File: config.mk
export PLATFORM = sky130hd
export DESIGN_NAME = fwd_hazard_unit
export DESIGN_NICKNAME = d
export VERILOG_FILES = /design/src/rtl/fwd_hazard_unit.sv
export SDC_FILE = /design/constraint.sdc
export NUM_CORES = 1
export LEC_CHECK = 0
export ABC_AREA = 1
export CORE_MARGIN = 3
export CORE_UTILIZATION = 40
export DETAILED_ROUTE_END_ITERATION = 7
export GPL_ROUTABILITY_DRIVEN = 1
export PLACE_DENSITY = 0.79
export SYNTH_ARGS = -nofsm -noshare
export SYNTH_HDL_FRONTEND = slang
export SYNTH_SLANG_ARGS = --single-unit
File: constraint.sdc
create_clock -name clk -period 1.6 [get_ports clk]
set_input_delay 0.4 -clock clk [delete_from_list [all_inputs] [get_ports clk]]
set_output_delay 0.4 -clock clk [all_outputs]
set_load 0.01 [all_outputs]
File: src/rtl/fwd_hazard_unit.sv
// fwd_hazard_unit
// ---------------
// Forwarding and load-use hazard unit for the in-order pipeline. It keeps a
// shift pipeline of NSTAGE in-flight destination records (stage 1 = EX,
// stage NSTAGE = oldest). From those records it produces an operand-mux select
// for each decode read port and a load-use stall. It also keeps a saturating
// count of stalled cycles.
//
// Ports:
//   clk            pipeline clock, all state on the rising edge
//   rst            asynchronous active-high reset
//   issue_valid    decode holds a valid instruction
//   issue_we       that instruction writes a register
//   issue_widx     its destination index
//   issue_is_load  that instruction is a load
//   rd_en          per-port read enable
//   rd_idx         per-port read index, port p at [p*IDX_W +: IDX_W]
//   flush          kill all tracked entries and drop the issuing instruction
//   mux_sel        per-port select: 1 = register file, k+1 = stage k result
//   stall_out      load-use hazard, decode must hold
//   stall_cnt      saturating count of cycles with stall_out high
module fwd_hazard_unit #(
    parameter int IDX_W       = 4,
    parameter int NREAD       = 2,
    parameter int NSTAGE      = 2,
    parameter int LOAD_LAT    = 1,
    parameter int ZERO_REG_EN = 0,
    parameter int SEL_W       = $clog2(NSTAGE + 2)
) (
    input  logic                     clk,
    input  logic                     rst,
    input  logic                     issue_valid,
    input  logic                     issue_we,
    input  logic [IDX_W-1:0]         issue_widx,
    input  logic                     issue_is_load,
    input  logic [NREAD-1:0]         rd_en,
    input  logic [NREAD*IDX_W-1:0]   rd_idx,
    input  logic                     flush,
    output logic [NREAD*SEL_W-1:0]   mux_sel,
    output logic                     stall_out,
    output logic [15:0]              stall_cnt
);

    // Tracked entries; array index k holds pipeline stage k+1.
    logic [NSTAGE-1:0] st_valid;
    logic [NSTAGE-1:0] st_we;
    logic [NSTAGE-1:0] st_load;
    logic [IDX_W-1:0]  st_widx [NSTAGE];

    logic [NREAD-1:0]  port_hazard;

    // ------------------------------------------------------------------
    // Per-port select and hazard lookup
    // ------------------------------------------------------------------
    for (genvar p = 0; p < NREAD; p++) begin : g_port
        logic [IDX_W-1:0] idx;
        logic             zero_block;
        logic             found;
        logic             hazard;
        logic [SEL_W-1:0] sel;

        assign idx        = rd_idx[p*IDX_W +: IDX_W];
        assign zero_block = (ZERO_REG_EN != 0) && (idx == '0);

        // NOTE: every signal gets a default at the top of the block so no
        // path leaves it unassigned, which would otherwise infer a latch.
        always_comb begin
            found  = 1'b0;
            hazard = 1'b0;
            sel    = SEL_W'(1);
            // Scanning from the youngest stage and freezing on the first hit
            // makes a younger writer shadow an older one with the same index.
            for (int k = 0; k < NSTAGE; k++) begin
                if (!found && rd_en[p] && !zero_block &&
                    st_valid[k] && st_we[k] && (st_widx[k] == idx)) begin
                    found = 1'b1;
                    // Load data is not ready until stage LOAD_LAT+1; until
                    // then the port reads the register file and decode holds.
                    if (st_load[k] && (k < LOAD_LAT)) begin
                        hazard = 1'b1;
                    end else begin
                        sel = SEL_W'(k + 2);
                    end
                end
            end
        end

        assign port_hazard[p]               = hazard;
        assign mux_sel[p*SEL_W +: SEL_W]    = sel;
    end

    // A flush discards the stalled consumer anyway, so it wins over a stall.
    assign stall_out = (|port_hazard) && !flush;

    // ------------------------------------------------------------------
    // Entry pipeline: valid bits and the stall counter are reset
    // ------------------------------------------------------------------
    // NOTE: sequential state uses non-blocking assignments so every stage
    // samples the pre-edge value of its neighbour and the shift stays ordered.
    always_ff @(posedge clk or posedge rst) begin
        if (rst) begin
            st_valid  <= '0;
            stall_cnt <= '0;
        end else begin
            if (flush) begin
                st_valid <= '0;
            end else begin
                for (int k = NSTAGE - 1; k >= 1; k--) begin
                    st_valid[k] <= st_valid[k-1];
                end
                // A stalled cycle inserts a bubble into stage 1.
                st_valid[0] <= issue_valid && !stall_out;
            end

            if (stall_out && (stall_cnt != 16'hFFFF)) begin
                stall_cnt <= stall_cnt + 16'd1;
            end
        end
    end

    // NOTE: the payload fields are deliberately not reset; they are only
    // looked at while the matching valid bit is set, and valid is reset.
    always_ff @(posedge clk) begin
        for (int k = NSTAGE - 1; k >= 1; k--) begin
            st_we[k]   <= st_we[k-1];
            st_load[k] <= st_load[k-1];
            st_widx[k] <= st_widx[k-1];
        end
        st_we[0]   <= issue_we;
        st_load[0] <= issue_is_load;
        st_widx[0] <= issue_widx;
    end

endmodule

Yosys cells after proc, flatten, opt, wreduce, memory -nomap -nowiden

Memory sizes are Yosys's and may differ from the RTL's.
Index checks and enable logic that the tools add are counted.

Register bits after elaboration: 21
Latch bits: 0
RAM bits: 8
Bits in read-only memories: 0
Input bits: 20
Output and inout port bits: 21
Memories: 1

$add $sub $neg: 1
Multiply operators: 0
Div/mod/pow operators: 0
$lt $le $gt $ge: 0
Eq/ne operators: 5
Shift operators: 0
Mux-type cells: 11
Bitwise logic cells: 0
Reductions and logical operators: 22

Memories:

| name    | words | width | rd ports | clocked after Yosys merged registers in | wr ports | line | source |
|---|---|---|---|---|---|---|---|
| st_widx | 2     | 4     | 2        | 0                                       | 2        | 48   | `logic [IDX_W-1:0] st_widx [NSTAGE];` |

Operators with widths:

| cell                  | number |
|---|---|
| $logic_and 1x1->1     | 17 |
| $add 16x1->16 const B | 1 |
| $eq 4x4->1            | 4 |
| $ne 16x16->1 const B  | 1 |
| $mux 2                | 6 |
| $mux 1                | 5 |
| $logic_not 1->1       | 4 |
| $reduce_or 2->1       | 1 |

Longest topological paths before layout

Gate-level depths: netlist of the first run.

Depth in word-level cells: 10
Depth in mapped cells: 10
Depth with buffers taken out: 9

Least setup slack after synthesis of the first run

OpenSTA, ideal clock, no wires.

Path kind: flip-flop to flip-flop
Start: register stall_cnt[1]
End: register stall_cnt[14]
Data arrival time: 1.489 ns
Setup slack: -0.008 ns
Stages on the path, launching flop included: 10
Buffers on the path: 1
Period minus slack after synthesis: 1.608 ns
Cells stage by stage: dfrtp_1 > ha_1 > nand3_2 > nor2_4 > nand2_4 > nor2_4 > nand2_4 > buf_2 > nand4_1 > nand2_1

Word-level cells in the longest chain between the ends: 2
Elaborated cells between the ends (all ways): 3
Classes of those cells: add/sub (1); eq/ne (1); reduce/logical (1)

RTL lines:

| item                                                  | line | source |
|---|---|---|
| start, declared                                       | 41   | `output logic [15:0] stall_cnt` |
| start signal, assigned                                | 116  | `stall_cnt <= stall_cnt + 16'd1;` |
| branches (longest 2 deep; another with $add 16x1->16) | -    |  |

Parallel ways; which one is timed is not known.
A chain may end at the register's enable or synchronous reset.

Worst setup path after layout of the first run

Start: register st_valid[0]
End: output mux_sel[1]

Word-level cells in the longest chain between the ends: 10
Elaborated cells between the ends (all ways): 11
Classes of those cells: mux (3); reduce/logical (8)

RTL lines:

| item                                | line | source |
|---|---|---|
| start, declared                     | 45   | `logic [NSTAGE-1:0] st_valid;` |
| start signal, assigned by index     | 109  | `st_valid[k] <= st_valid[k-1];` |
| start signal, assigned              | 112  | `st_valid[0] <= issue_valid && !stall_out;` |
| $logic_and 1x1->1 (*)               | 74   | `if (!found && rd_en[p] && !zero_block &&` |
| $logic_and 1x1->1 (*) (2 in series) | 75   | `st_valid[k] && st_we[k] && (st_widx[k] == idx)) begin` |
| $mux 1                              | 74   |  |
| $logic_not 1->1                     | 74   |  |
| $logic_and 1x1->1 (2 in series)     | 74   |  |
| $logic_and 1x1->1 (2 in series)     | 75   |  |
| $mux 2 (*)                          | 74   |  |
| end, declared                       | 39   | `output logic [NREAD*SEL_W-1:0] mux_sel,` |

Mark *: on every way between the ends. The rest lies on a longest branch, timed or not.

==> flow_summary.ini, run 1 <==
[clock_tree]
cts_buffers = 5
cts_tree = built
cts_hold_buf = 0
clk_latency_ns = 0.28
root_buffer = clkbuf_8
path_clk_slew_ns = 0.06
cts.path.max_buffers = 2
clock_sinks = 29
cts-htree-levels = 2

[yosys]
ys_top_cells_by_area = dfrtp_1, nand2_1, dfxtp_1, nand4_1, inv_1
yosysSeqAreaShare_pct = 40.8
synth_cell_types = 24
syn_inst = 222
yosysWarnings = 0
synth_area_mm2 = 0.00164
syn_nets = 243
yosys.area.top_type = dfrtp_1
ys_seq_elements = 29
synth_top_area_share_pct = 27.4
syn_area_per_cell_um2 = 7.40

[sta]
max_freq_mhz = 548
fin_setup_tns_ns = -1.13
slew_viol_final = 0
hold_ws_ns = 0.383
clock_skew_ns = 0.00487
setup_viol = 12
rsz0062_at_grt = true
tightestPinTransition_ns = 0.275
slew_headroom_pct = 81.6
layout_min_cycle_time_ns = 1.82
hold_viol = 0
timing.final.crit_share_pct = 114
setup_ws_ns = -0.224

[placement]
gp_congestion = 0.876
port_buffers = 40
pre_cts_ws_ns = -0.865
dpl.hpwl_um = 3060

[global_route]
grt_pass1_vias = 1723
grt_usage_pct = 20.2
antenna_found_initial = 0
grt_overflow = 0
grt_max_degree = 19
grt_pass1_wl_um = 7940

[routing]
viasPerCell = 5.10
wl_per_cell_um = 13.8
antenna_left = 0
drt-total-wl_um = 4690
drc = 0
drtPass1Iterations = 4
vias = 1734
drt_iter0_drc = 71

[finish]
regArea_um2 = 681
final_common_cell = nand2_1
nFillCells = 332
multi_input_area_um2 = 956
final_nets = 312
drive_gt1_share_pct = 25.7
final_util_pct = 64.3
layout_common_cells = nand2_1, nand4_1, buf_4, dfrtp_1, inv_1
area_growth_pct = 48.6
diodes = 0

[hold_path]
hold_class = register to register

[floorplanning]
core_mm2 = 0.00380
initial_core_util_pct = 43.2
io_pins = 41
rows = 22
fp.dieArea_mm2 = 0.00491
die_h_um = 70.1
die_x_um = 70.1

[pwr]
power_density_mw_per_mm2 = 630
vdd_drop_max_uv = 580
power_w = 0.00154
p_leak_nw = 1.32

[critical_path]
required_ns = 1.20
cp_max_fo = 3
cp-end-kind = primary output
startpoint_type = register
crit_arrival_ns = 1.42
crit_type = register to primary output

[run]
drv_cap = 0

[status]
failed_checks = setup timing
status = finished with violations
layout make-up:
cell class              count  share of cell area, %
clock inverters             2                  0.410
well taps                  48                   2.46
clock buffers               6                   2.97
multi-input cells         169                   39.2
flip-flops and latches     29                   27.9
repair buffers             65                   23.8
inverters                  21                   3.33
cells in the mapped netlist (all sizes together):
cell type  number
nand4          23
xnor2           8
nor2           23
nand3b          2
buf             3
o21ai           3
xor2            8
ha              1
nand2          84
dfrtp          18
inv            21
dfxtp          11
clkbuf          1
nand3          14
nor3            2
power breakdown:
| part | total (W) | internal, W | switching [W] | leakage, nW |
|---|---|---|---|---|
| clock network | 0.000571 | 0.000300 | 0.000271 | 0.0450 |
| registers | 0.000772 | 0.000751 | 0.0000207 | 0.341 |
| logic | 0.000196 | 0.0000993 | 0.0000967 | 0.938 |
| total | 0.00154 | 0.00115 | 0.000388 | 1.32 |
final timing paths:
path / startpoint / endpoint / slack [ns] / cells past startpoint
worst max-delay path: st_valid[0]$_DFF_PP0_ / mux_sel[1] / -0.22 / 6
worst min-delay path: st_widx[0][3]$_DFF_P_ / st_widx[0][7]$_DFF_P_ / 0.38 / 0
worst max register to register: st_valid[0]$_DFF_PP0_ / stall_cnt[2]$_DFFE_PP0P_ / -0.06 / 8
worst min register to register: st_widx[0][3]$_DFF_P_ / st_widx[0][7]$_DFF_P_ / 0.38 / 0
max in group asynchronous: rst / stall_cnt[2]$_DFFE_PP0P_ / 0.94 / 3
min in group asynchronous: rst / stall_cnt[7]$_DFFE_PP0P_ / 0.44 / 3
per-stage QoR:
step / instance area, µm² / std cells
3_5_place_dp: 2220 / 323
6_report: 2440 / 340
5_1_grt: 2440 / 340
3_3_place_gp: 2220 / 323
4_1_cts: 2360 / 338
2_1_floorplan: 1650 / 222
cell families after synthesis:
kind of cell | count (synthesis) | synth area share (%)
XOR/XNOR | 16 | 8.53
AND/OR/NAND/NOR | 148 | 42.7
flip-flops | 29 | 40.8
buffers and inverters | 25 | 6.32
adder cells (fa/ha/maj) | 1 | 0.761
AO/OA/AOI/OAI | 3 | 0.914
state kept, by name (all words and copies together), names as in the netlist:
name,flops
st_load,1
stall_cnt,16
st_we,2
st_widx,8
st_valid,2
worst max-delay path, cell delays in order (launching register included):
cell	delay [ns]
dfrtp_1	0.41
nand3_2	0.11
nor2_4	0.14
buf_6	0.10
nand4_1	0.14
nand2_1	0.11
buf_2	0.13
layer usage:
| metal | share of wire (%) | GRT usage (%) |
|---|---|---|
| met1 | 43 | 25.5 |
| met2 | 49 | 32.3 |
| met3 | 4.9 | 4.75 |
| met4 | 2.4 | 9.36 |
| met5 | 0 | 0 |
repair_timing:
action,4_1_cts,5_1_grt
gates cloned,0,1
setup endpoints to repair,37,25
pin swaps,14,11
gates resized for setup,64,19
setup buffers,7,1
endpoints found under the hold margin,0,0
Note: power is estimated with default switching activity, not from simulation.
==> inputs of run 2 (changes only) <==
--- a/config.mk
+++ b/config.mk
@@ -11,6 +11,7 @@
 export DETAILED_ROUTE_END_ITERATION = 7
 export GPL_ROUTABILITY_DRIVEN = 1
 export PLACE_DENSITY = 0.79
+export RECOVER_POWER = 100
 export SYNTH_ARGS = -nofsm -noshare
 export SYNTH_HDL_FRONTEND = slang
 export SYNTH_SLANG_ARGS = --single-unit
==> run 2 against run 1 <==
The flow still finishes with violations (setup timing). Sequential cell count stayed put. Combinational power decreased by 4%. Critical endpoint unchanged. Critical path type unchanged. Largest cell class unchanged. Clock power about the same. Non-clock buffer count stayed put.
==> flow_summary.ini, run 2 (synthesis results as in run 1) <==
[status]
status = finished with violations
failed_checks = setup timing

[clock_tree]
clock_sinks = 29
cts_buffers = 5
cts_tree = built
cts.path.max_buffers = 2
root_buffer = clkbuf_8
clk_latency_ns = 0.28
cts-htree-levels = 2
path_clk_slew_ns = 0.06

[floorplanning]
core_mm2 = 0.00380
io_pins = 41
fp.dieArea_mm2 = 0.00491
initial_core_util_pct = 43.2
die_h_um = 70.1
die_x_um = 70.1
rows = 22

[critical_path]
startpoint_type = register
reg2regPathDepth = 8
crit_arrival_ns = 1.42
crit_path_max_incr_delay_ns = 0.41
cp_max_fo = 3
required_ns = 1.20
cp-end-kind = primary output
worstReg2RegStart = st_valid[0]$_DFF_PP0_
cp_num_buf_inv = 2
path_cells = nand3_2 -> nor2_4 -> buf_6 -> nand4_1 -> nand2_1 -> buf_2
cp_top_family = simple AND/OR/NAND/NOR gates
timing.rr.end = stall_cnt[2]$_DFFE_PP0P_
crit_type = register to primary output
worst_path_max_delay_cell = dfrtp_1
reg2reg_slack_ns = -0.04

[pwr]
p_leak_nw = 1.22
vdd_drop_max_uv = 567
power_w = 0.00153
power_density_mw_per_mm2 = 635

[sta]
setup_viol = 12
rsz0062_at_grt = true
layout_min_cycle_time_ns = 1.82
setup_ws_ns = -0.223
fin_setup_tns_ns = -1.04
clock_skew_ns = 0.00495
hold_viol = 0
max_freq_mhz = 549
timing.final.crit_share_pct = 114
hold_ws_ns = 0.383
slew_headroom_pct = 32.1
slew_viol_final = 0
tightestPinTransition_ns = 1.02

[finish]
diodes = 0
reg_top3 = stall_cnt: 16 flops, st_widx: 8 flops
final_common_cell = nand2_1
top_register = stall_cnt
area_growth_pct = 46.8
nFillCells = 339
largest_reg_flops = 16
drive_gt1_share_pct = 24.7
layout_common_cells = nand2_1, nand4_1, buf_4, dfrtp_1, inv_1
final_nets = 312
fin_cells = 340

[global_route]
grt_pass1_wl_um = 7940
grt_overflow = 0
grt_usage_pct = 20.2
grt_max_degree = 19
antenna_found_initial = 0
grt_pass1_vias = 1723

[run]
drv_cap = 0

[routing]
vias = 1733
drtPass1Iterations = 4
drt_iter0_drc = 76
viasPerCell = 5.10
drt-total-wl_um = 4660
wl_per_cell_um = 13.7
drc = 0
antenna_left = 0

[hold_path]
hp-start = st_widx[0][3]$_DFF_P_
hold_path_end = st_widx[0][7]$_DFF_P_
hold_depth = 0
hold_class = register to register

[placement]
dp.cells = 323
gp_congestion = 0.876
dpl.hpwl_um = 3060
port_buffers = 40
run 2: layout make-up:
cell class	count	area (µm²)	area share (%)
Clock buffer	6	72.6	3.01
Inverter	21	81.3	3.37
Sequential cell	29	678	28.1
Timing Repair Buffer	65	553	22.9
Clock inverter	2	10.0	0.415
Multi-Input combinational cell	169	956	39.6
Tap cell	48	60.1	2.49
run 2: timing repair:
action | 4_1_cts | 5_1_grt
hold buffers | 0 | 0
buffers inserted | 7 | 1
endpoints found under the setup margin | 37 | 25
cloned | 0 | 1
resized for setup | 64 | 19
pin swaps | 14 | 11
run 2: how the worst max path moves through the flow:
stage	startpoint	end	slack, ns	depth (start not counted)
3_3_place_gp	rd_idx[3]	stall_out	-0.84	10
2_1_floorplan	stall_cnt[1]$_DFFE_PP0P_	stall_cnt[14]$_DFFE_PP0P_	0.009	9
4_1_cts	st_widx[0][3]$_DFF_P_	mux_sel[1]	-0.15	8
6_report	st_valid[0]$_DFF_PP0_	mux_sel[1]	-0.22	6
3_5_place_dp	rd_idx[1]	stall_out	-0.86	10
5_1_grt	st_valid[0]$_DFF_PP0_	mux_sel[1]	-0.31	6
run 2: per-stage QoR:
stage	instance area [µm²]	util [%]	worst slack [ns]
finish	2410	63.5	-0.223
global route	2410	63.5	-0.307
CTS	2360	62.2	-0.145
detailed placement	2220	58.5	-0.865
global placement	2220	58.5	-0.835
floorplan	1650	-	0.00885
run 2: routing by layer:
layer / GRT usage (%) / routed length (µm)
met5: 0 / 0
met4: 9.36 / 114
met3: 4.75 / 279
met2: 32.3 / 2310
met1: 25.5 / 1960
run 2: report_power, final:
group	leakage (nW)	total, W	switching, W	internal, W
clock network	0.0450	0.000571	0.000271	0.000300
logic	0.836	0.000189	0.0000967	0.0000923
registers	0.343	0.000772	0.0000206	0.000751
==> inputs of run 3 (changes only) <==
--- a/config.mk
+++ b/config.mk
@@ -6,7 +6,7 @@
 export NUM_CORES = 1
 export LEC_CHECK = 0
 export ABC_AREA = 1
-export CORE_MARGIN = 3
+export CORE_MARGIN = 4
 export CORE_UTILIZATION = 40
 export DETAILED_ROUTE_END_ITERATION = 7
 export GPL_ROUTABILITY_DRIVEN = 1
==> run 3 against run 2 <==
The run still ends with setup timing left. Critical path type is now primary input to primary output. Combinational power is 3% higher. Highest routed layer unchanged. Sequential power is essentially flat. Power is 6.4% higher. Global-route usage down 0.34 points. Utilization fell by 2.9 points. Hold slack better by 0.0083 ns. Die area is 5.8% higher. Worst setup slack better by 0.071 ns.
==> flow_summary.ini, run 3 (synthesis results as in run 1) <==
[critical_path]
timing.rr.end = stall_cnt[6]$_DFFE_PP0P_
crit_type = primary input to primary output
cp_max_fo = 2
crit_arrival_ns = 1.35
cp-end-kind = primary output
required_ns = 1.20
worstReg2RegStart = st_widx[0][1]$_DFF_P_
reg2regPathDepth = 10
reg2reg_slack_ns = -0.02
startpoint_type = primary input

[global_route]
grt_overflow = 0
grt_pass1_vias = 1759
grt_usage_pct = 19.8
antenna_found_initial = 0
grt_max_degree = 20
grt_pass1_wl_um = 7980

[routing]
wl_per_cell_um = 13.8
wl_met1_um = 2020
drt-total-wl_um = 4670
drt_iter0_drc = 63
met2_length_um = 2200
drc = 0
wl_met3_um = 292
antenna_left = 0
top_layer = met4
drtPass1Iterations = 4
vias = 1699
viasPerCell = 5.01

[pwr]
p_seq_share_pct = 47.3
vdd_drop_max_uv = 395
internal_power_w = 0.00123
power_density_mw_per_mm2 = 672
p_clk_share_pct = 40.8
swShare_pct = 24.4
p_leak_nw = 1.22
combPwrFrac_pct = 11.9
p_sw_w = 0.000398

[clock_tree]
cts_tree = built
cts_hold_buf = 0
cts-htree-levels = 2
cts_buffers = 5
clk_latency_ns = 0.29
root_buffer = clkbuf_8
clock_sinks = 29
cts.path.max_buffers = 2
path_clk_slew_ns = 0.06

[floorplanning]
fp.dieArea_mm2 = 0.00520
die_x_um = 72.1
core_mm2 = 0.00400
rows = 23
io_pins = 41
initial_core_util_pct = 41.1
die_h_um = 72.1

[run]
drv_cap = 0

[status]
failed_checks = setup timing
status = finished with violations

[placement]
port_buffers = 40
dpl.hpwl_um = 3130
gp_congestion = 0.990
pre_cts_ws_ns = -0.897

[finish]
reg_top3 = stall_cnt: 16 flops, st_widx: 8 flops
final_nets = 309
area_growth_pct = 47.6
top_register = stall_cnt
layout_common_cells = nand2_1, nand4_1, buf_4, dfrtp_1
diodes = 0
largest_reg_flops = 16
drive_gt1_share_pct = 27.3
final_common_cell = nand2_1

[sta]
max_freq_mhz = 571
fin_setup_tns_ns = -0.789
slew_viol_final = 0
clock_skew_ns = 0.0107
hold_ws_ns = 0.392
timing.final.crit_share_pct = 109
tightestPinTransition_ns = 1.02
slew_headroom_pct = 32.0
setup_viol = 12
rsz0062_at_grt = true
layout_min_cycle_time_ns = 1.75
setup_ws_ns = -0.152
hold_viol = 0

[hold_path]
hp-start = st_we[0]$_DFF_P_
hold_path_end = st_we[1]$_DFF_P_
hold_class = register to register
hold_depth = 0
## run 3: changes by cell type in the layout (fill, tap and decap cells not counted), moves of 2 or more
| cell | before | now |
|---|---|---|
| clkbuf_1 | 3 | 1 |
| clkbuf_2 | 2 | 4 |
| clkbuf_8 | 5 | 7 |
| nand2_2 | 4 | 10 |
| buf_4 | 20 | 18 |
| nand2_1 | 78 | 71 |
## run 3: repair_timing
action | CTS | global route
cloned | 1 | 0
endpoints found under the setup margin | 37 | 25
pin swaps | 13 | 14
gates resized for setup | 70 | 29
setup buffers | 7 | 0
## run 3: worst max-delay path by stage
stage                                  start  depth (start not counted)  slack [ns]                         to
floorplan           stall_cnt[1]$_DFFE_PP0P_                          9       0.009  stall_cnt[14]$_DFFE_PP0P_
global placement                   rd_idx[0]                         10       -0.84                  stall_out
detailed placement                 rd_idx[0]                         10       -0.90                  stall_out
CTS                    st_widx[0][0]$_DFF_P_                          9       -0.16                  stall_out
global route           st_widx[0][1]$_DFF_P_                          9       -0.23                  stall_out
finish                                 flush                          5       -0.15                  stall_out
## run 3: metal layers
layer	vias up	global-route usage, %
met5	-	0
met4	0	10.9
met3	14	4.16
met2	54	32.9
met1	781	23.9
li1	850	-
## run 3: critical path: stages
cell and delay, ns:
dlygate4sd3_1 0.56, nor2_2 0.17, nand2_2 0.08, inv_2 0.05, buf_6 0.09
## run 3: cell type report
class	count	area, µm²
clock inverters	1	5.00
multi-input cells	169	986
clock buffers	7	96.3
fillers	355	1580
flip-flops and latches	29	678
repair buffers	62	518
inverters	21	78.8
well taps	50	62.6
## run 3: through the flow
stage	area, µm²	total power [W]	utilization (%)	cells
2_1_floorplan	1650	0.000851	-	222
3_3_place_gp	2200	0.000954	55.1	324
3_5_place_dp	2200	0.000960	55.1	324
4_1_cts	2380	0.00164	59.5	339
5_1_grt	2420	0.00170	60.6	339
6_report	2420	0.00163	60.6	339
## run 3: power by group through the flow
stage | registers [W] | logic, W | clock network (W)
floorplan | 0.000782 | 0.0000688 | 0
global placement | 0.000780 | 0.000174 | 0
detailed placement | 0.000782 | 0.000178 | 0
CTS | 0.000771 | 0.000183 | 0.000683
global route | 0.000773 | 0.000214 | 0.000715
finish | 0.000771 | 0.000194 | 0.000665
